===== config.mk =====
export PLATFORM = sky130hd
export DESIGN_NAME = status_flag_unit_flat
export DESIGN_NICKNAME = d
export VERILOG_FILES = /design/src/rtl/status_flag_unit_if.sv /design/src/rtl/status_flag_unit.sv /design/src/flat_wrapper.sv
export SDC_FILE = /design/constraint.sdc
export NUM_CORES = 1
export LEC_CHECK = 0
export CORE_ASPECT_RATIO = 0.9
export CORE_MARGIN = 3
export CORE_UTILIZATION = 32
export DETAILED_ROUTE_END_ITERATION = 6
export GPL_TIMING_DRIVEN = 0
export PLACE_DENSITY_LB_ADDON = 0.1
export SLEW_MARGIN = 0
export SYNTH_ARGS = -nofsm -noshare
export SYNTH_HDL_FRONTEND = slang
export SYNTH_SLANG_ARGS = --single-unit

===== constraint.sdc =====
create_clock -name clk -period 1.2 [get_ports clk]
set_input_delay 0.12 -clock clk [delete_from_list [all_inputs] [get_ports clk]]
set_output_delay 0.12 -clock clk [all_outputs]
set_load 0.02 [all_outputs]

===== src/rtl/status_flag_unit_if.sv =====
// ============================================================================
// Module   : status_flag_unit_if
// Brief    : Pipeline-side bundle of the NZCV status flag unit.
// Revision : 1.0 - initial release
// ============================================================================
`default_nettype none

interface status_flag_unit_if;
  logic       freeze;
  logic       exe_valid;
  logic       exe_s;
  logic [3:0] exe_flags;
  logic       msr_we;
  logic [3:0] msr_flags;
  logic       exc_entry;
  logic       exc_return;
  logic       id_valid;
  logic [3:0] id_cond;
  logic       z;
  logic       c;
  logic       v;
  logic       n;
  logic [3:0] flags_q;
  logic [3:0] spsr_q;
  logic       in_exc;
  logic       flag_hazard;
  logic       proto_err;

  modport master (
    output freeze, exe_valid, exe_s, exe_flags, msr_we, msr_flags,
           exc_entry, exc_return, id_valid, id_cond,
    input  z, c, v, n, flags_q, spsr_q, in_exc, flag_hazard, proto_err
  );

  modport slave (
    input  freeze, exe_valid, exe_s, exe_flags, msr_we, msr_flags,
           exc_entry, exc_return, id_valid, id_cond,
    output z, c, v, n, flags_q, spsr_q, in_exc, flag_hazard, proto_err
  );
endinterface

`default_nettype wire


===== src/rtl/status_flag_unit.sv =====
// ============================================================================
// Module   : status_flag_unit
// Brief    : Architectural NZCV register, exception save/restore, ID flags.
//            Optional macro STATUS_FLAG_BYPASS_EN forwards next flags to ID.
// Revision : 1.0 - initial release
// ============================================================================
`default_nettype none

module status_flag_unit #(
  parameter logic [3:0] ALWAYS_COND = 4'b1110,
  parameter logic [3:0] NV_COND     = 4'b1111
) (
  input  logic               clk,
  input  logic               rst,
  status_flag_unit_if.slave  bus
);

  typedef enum logic [0:0] {
    NORMAL = 1'b0,
    EXC    = 1'b1
  } exc_state_t;

  exc_state_t state;
  logic [3:0] flags_reg;
  logic [3:0] spsr_reg;
  logic       proto_err_reg;
  logic       upd_exe;
  logic [3:0] nxt;

  always_comb begin
    upd_exe = bus.exe_valid & bus.exe_s;
    nxt     = flags_reg;
    if (bus.msr_we)
      nxt = bus.msr_flags;
    else if (upd_exe)
      nxt = bus.exe_flags;
  end

  // proto_err is a one-shot: it defaults low every edge, including frozen ones.
  always_ff @(posedge clk or negedge rst) begin
    if (!rst) begin
      state         <= NORMAL;
      flags_reg     <= 4'b0000;
      spsr_reg      <= 4'b0000;
      proto_err_reg <= 1'b0;
    end else begin
      proto_err_reg <= 1'b0;
      if (!bus.freeze) begin
        case (state)
          NORMAL: begin
            if (bus.exc_entry) begin
              spsr_reg  <= nxt;
              flags_reg <= nxt;
              state     <= EXC;
            end else begin
              flags_reg <= nxt;
              if (bus.exc_return)
                proto_err_reg <= 1'b1;
            end
          end
          EXC: begin
            if (bus.exc_return) begin
              flags_reg <= spsr_reg;
              state     <= NORMAL;
            end else begin
              flags_reg <= nxt;
              if (bus.exc_entry)
                proto_err_reg <= 1'b1;
            end
          end
          default: state <= NORMAL;
        endcase
      end
    end
  end

  assign bus.flags_q   = flags_reg;
  assign bus.spsr_q    = spsr_reg;
  assign bus.in_exc    = (state == EXC);
  assign bus.proto_err = proto_err_reg;

`ifdef STATUS_FLAG_BYPASS_EN
  assign {bus.n, bus.z, bus.c, bus.v} = nxt;
  assign bus.flag_hazard              = 1'b0;
`else
  assign {bus.n, bus.z, bus.c, bus.v} = flags_reg;
  assign bus.flag_hazard = bus.id_valid
                         & (bus.id_cond != ALWAYS_COND)
                         & (bus.id_cond != NV_COND)
                         & (upd_exe | bus.msr_we);
`endif

endmodule

`default_nettype wire


===== src/flat_wrapper.sv =====
// flat-port wrapper written by rule: the top's interface ports become plain ports
module status_flag_unit_flat 
#(
  parameter logic [3:0] ALWAYS_COND = 4'b1110,
  parameter logic [3:0] NV_COND     = 4'b1111
)
  (clk, rst, bus_freeze, bus_exe_valid, bus_exe_s, bus_exe_flags, bus_msr_we, bus_msr_flags, bus_exc_entry, bus_exc_return, bus_id_valid, bus_id_cond, bus_z, bus_c, bus_v, bus_n, bus_flags_q, bus_spsr_q, bus_in_exc, bus_flag_hazard, bus_proto_err);
  status_flag_unit_if bus_i ();
  input  logic clk;
  input  logic rst;
  input wire logic [$bits(bus_i.freeze)-1:0] bus_freeze;
  input wire logic [$bits(bus_i.exe_valid)-1:0] bus_exe_valid;
  input wire logic [$bits(bus_i.exe_s)-1:0] bus_exe_s;
  input wire logic [$bits(bus_i.exe_flags)-1:0] bus_exe_flags;
  input wire logic [$bits(bus_i.msr_we)-1:0] bus_msr_we;
  input wire logic [$bits(bus_i.msr_flags)-1:0] bus_msr_flags;
  input wire logic [$bits(bus_i.exc_entry)-1:0] bus_exc_entry;
  input wire logic [$bits(bus_i.exc_return)-1:0] bus_exc_return;
  input wire logic [$bits(bus_i.id_valid)-1:0] bus_id_valid;
  input wire logic [$bits(bus_i.id_cond)-1:0] bus_id_cond;
  output wire logic [$bits(bus_i.z)-1:0] bus_z;
  output wire logic [$bits(bus_i.c)-1:0] bus_c;
  output wire logic [$bits(bus_i.v)-1:0] bus_v;
  output wire logic [$bits(bus_i.n)-1:0] bus_n;
  output wire logic [$bits(bus_i.flags_q)-1:0] bus_flags_q;
  output wire logic [$bits(bus_i.spsr_q)-1:0] bus_spsr_q;
  output wire logic [$bits(bus_i.in_exc)-1:0] bus_in_exc;
  output wire logic [$bits(bus_i.flag_hazard)-1:0] bus_flag_hazard;
  output wire logic [$bits(bus_i.proto_err)-1:0] bus_proto_err;
  assign bus_i.freeze = bus_freeze;
  assign bus_i.exe_valid = bus_exe_valid;
  assign bus_i.exe_s = bus_exe_s;
  assign bus_i.exe_flags = bus_exe_flags;
  assign bus_i.msr_we = bus_msr_we;
  assign bus_i.msr_flags = bus_msr_flags;
  assign bus_i.exc_entry = bus_exc_entry;
  assign bus_i.exc_return = bus_exc_return;
  assign bus_i.id_valid = bus_id_valid;
  assign bus_i.id_cond = bus_id_cond;
  assign bus_z = bus_i.z;
  assign bus_c = bus_i.c;
  assign bus_v = bus_i.v;
  assign bus_n = bus_i.n;
  assign bus_flags_q = bus_i.flags_q;
  assign bus_spsr_q = bus_i.spsr_q;
  assign bus_in_exc = bus_i.in_exc;
  assign bus_flag_hazard = bus_i.flag_hazard;
  assign bus_proto_err = bus_i.proto_err;
  status_flag_unit #(.ALWAYS_COND(ALWAYS_COND), .NV_COND(NV_COND)) u_core (.clk(clk), .rst(rst), .bus(bus_i));
endmodule

# Word level (Yosys, flattened, before mapping)
# Index checks and enable logic that the tools add are counted.
totals:
  reg_bits: 10
  word_cells: 26
classes:
  reduce_logical: 1
  n_eq_ne: 2
  n_mux: 12
  bitwise_logic: 7
op_table:
  columns: ["op", "count"]
  rows:
  - ["4-bit two-way mux", 3]
  - ["4-bit != test, second input constant", 2]
  - ["4-bit case mux with 2 select lines", 1]
  - ["1-bit two-way mux", 6]
  - ["1-bit bitwise AND", 4]
  - ["1-bit case mux with 2 select lines", 2]
  - ["3-bit AND reduction", 1]
  - ["1-bit NOT", 2]
  - ["1-bit bitwise OR", 1]

# Longest topological paths before layout
logic_depth:
  depth_word: 5
  ltp_mapped: 4
  depth_no_buf: 3

# Worst setup path before layout
# No wires, ideal clock.
synth_path:
  path_kind: "register -> register"
  startpoint: "reg u_core.state, in the netlist u_core.bus.in_exc"
  endpoint: "reg u_core.spsr_reg[2], in the netlist u_core.bus.spsr_q[2]"
  setup_slack_ns: -0.143
  n_path_buf: 1
  t_arrival_ns: 1.251
  stages_incl_launch_ff: 4
  setup_time_ns: 0.092
  cell_sequence: "dfrtp_1 -> or3b_1 -> buf_6 -> o31ai_2"
synth_via:
  elab_chain_len: 2
synth_rtl:
  columns: ["item", "line", "source"]
  rows:
  - ["from (decl)", "status_flag_unit.sv:23", "exc_state_t state;"]
  - ["from (signal assigned)", "status_flag_unit.sv:42", "state <= NORMAL;"]
  - ["from (signal assigned)", "status_flag_unit.sv:54", "state <= EXC;"]
  - ["from (signal assigned)", "status_flag_unit.sv:64", "state <= NORMAL;"]
  - ["1-bit NOT", null, null]
  - ["3-bit AND reduction (no line)", null, null]
  - ["to (signal assigned)", "status_flag_unit.sv:52", "spsr_reg <= nxt;"]
  - ["to (decl)", "status_flag_unit.sv:25", "logic [3:0] spsr_reg;"]
# No other way between the ends.
# A chain may end at the register's enable or synchronous reset.

# Worst setup path after layout
# Ends and elaborated chain as after synthesis.

==> out/results.ini <==
[clock_network]
cts_buffers = 3
clk_latency_ns = 0.27
cts_tree = done
htree_levels = 1
hold_buffers = 0
cts-root-buf = clkbuf_4
cts_sinks = 10
path_clk_slew_ns = 0.07
cts.path.max_buffers = 2

[worst_setup_path]
path_max_fanout = 4
cp.required_ns = 1.36
start_kind = flop
worstSetupPathType = reg -> reg
end_kind = flop
critPathArrivalTime_ns = 1.38

[yosys]
synth_commonest_cells = dfrtp_1 (10), nand2_1 (7), a21oi_1 (6), o31ai_1 (6), o21ai_0 (5)
ys_seq_area_frac = 0.418
yosys.area.top_type = dfrtp_1
ys_seq_elements = 10
synth_compound_area_frac = 0.274
yosysMostFrequentCell = dfrtp_1
synth_cell_type_count = 19
syn_nets = 86
async_flop_share = 1.00
synth_area_leaders = dfrtp_1 (42%), o31ai_1 (7.5%), a21oi_1 (5.0%), and4b_1 (5.0%), a211oi_1 (5.0%)
yosys.area_share.simple = 0.213
synthCells = 65
yosysWarnings = 0
synthAdderAreaFrac = 0
synth-edff-count = 0
synth_xor_area_frac = 0
synth_top_family_by_area = compound AO/OA/AOI/OAI gates
muxShareOfSynthArea = 0
yosysTopAreaCellShare = 0.418
syn_area_um2 = 598
synth_ff_type = dfrtp_1
syn_avg_cell_area_um2 = 9.20

[pwr]
p_per_area_nw_per_um2 = 1370
power_mw = 1.44
p_leak_nw = 0.501
ir_drop_mv = 0.977

[layout]
instances_no_fill = 132
area_growth_pct = 74.9
nets = 130
fin_area_um2 = 1050
n_antenna_cell = 0
drive_gt1_frac = 0.269

[status]
violations = setup timing
run_status = complete, but fails checks

[sta]
final_hold_viol_count = 0
worstMarginPinSlew_ns = 0.453
slew_headroom = 0.697
fin_crit_sh = 1.02
setup_viol = 4
maxSlewViolCount = 0
clock_skew_ns = 0.00801
grt_setup_unrepaired = true
setup_tns_ns = -0.0567
hold_ws_ns = 0.158
fmax_ghz = 0.815
period_needed_ns = 1.23
timing.final.ws_setup_ns = -0.0269

[detailed_routing]
wirelength_um = 1730
drc = 0
wire_per_inst_um = 13.1
drtAntennaViolNets = 0
vias = 665
first_pass_iters = 4
viasPerCell = 5.04
drt_iter0_markers = 25

[floorplan]
core_um2 = 1720
start_util = 0.348
io-pin-count = 36
die_area_um2 = 2420
fp.dieW_um = 51.6
row_count = 14
die_h_um = 47.0

[global_routing]
grt_pass1_wl_um = 2550
grt_util_met1 = 0.188
top_usage_layer = met2
grt_usage = 0.147
grt_max_degree = 11
globalRouteMet2Util = 0.223
overflow = 0
grt_pass1_vias = 565
met3_usage = 0.0667
antenna_found_initial = 0

[place]
portBuffers = 34
dpl-instance-area_um2 = 970
dpl.hpwl_um = 1250
place.gp.congestion = 0.870
dp_cells = 123

[flow_run]
maxCapViolCount = 0

[hold_path]
hold_path_class = in -> async

final timing paths:
path,from,end,slack [ns],cells after the start
max,u_core.bus.in_exc,u_core.bus.spsr_q[2],-0.03,4
min,rst,u_core.bus.proto_err,0.16,1
max reg2reg,u_core.bus.in_exc,u_core.bus.spsr_q[2],-0.03,4
min reg2reg,u_core.bus.spsr_q[1],u_core.bus.spsr_q[1],0.52,2
max in group asynchronous,rst,u_core.bus.in_exc,0.70,1
min in group clk,bus_exc_entry,u_core.bus.proto_err,0.47,3
cell families after synthesis:
group	count (synthesis)
DFF	10
and+or+nand+nor	22
buffers and inverters	9
AOI/OAI and AO/OA	24
report_power, final:
part           internal (mW)  switching, mW
Combinational          0.312          0.337
Sequential             0.415         0.0641
Clock                  0.184          0.123
metal layers:
| metal | part of all wire | wire (um) |
|---|---|---|
| met2 | 0.48 | 829 |
| met1 | 0.44 | 762 |
| met4 | 0 | 0 |
| met5 | 0 | 0 |
| met3 | 0.078 | 135 |
critical path: stages, from the launching register on:
cell,delay (ns)
dfrtp_2,0.42
or3b_4,0.38
buf_4,0.17
nand2_1,0.08
o31ai_2,0.06
cell type report:
| type | instances | area (um2) |
|---|---|---|
| Inverter | 3 | 11.3 |
| Tap cell | 24 | 30.0 |
| Sequential cell | 10 | 251 |
| Multi-Input combinational cell | 46 | 327 |
| Buffer | 6 | 45.0 |
| Clock buffer | 4 | 36.3 |
| Timing Repair Buffer | 39 | 345 |
| Fill cell | 172 | 671 |
stage by stage:
step                      setup slack [ns]  utilization
after floorplan                    -0.0406            -
after global placement              -0.526        0.565
after detailed placement            -0.552        0.565
after CTS                         -0.00680        0.595
after global routing               -0.0536        0.609
final                              -0.0269        0.609
what timing repair did:
item,CTS,global route
gates resized for setup,32,10
buffers inserted,4,1
endpoints found under the setup margin,19,9
gates cloned,0,1
cell usage in the layout (no fill, tap or decap):
cell,count
and4b_2,1
and4b_1,3
or3b_4,1
o31ai_4,1
buf_2,2
clkbuf_4,3
buf_4,10
o31ai_2,3
inv_1,3
o31ai_1,4
a211oi_2,1
clkdlybuf4s50_1,16
nor2_1,4
dlygate4sd2_1,13
a211oi_1,3
or3_1,1
nand3_1,1
clkdlybuf4s15_2,1
a311oi_2,1
and3_1,4
clkbuf_8,1
nand2_2,1
a21oi_1,6
buf_6,1
clkbuf_1,1
dfrtp_1,9
o21ai_0,5
clkbuf_2,1
nand2_1,6
dfrtp_2,1
(Power assumes the default switching activity.)
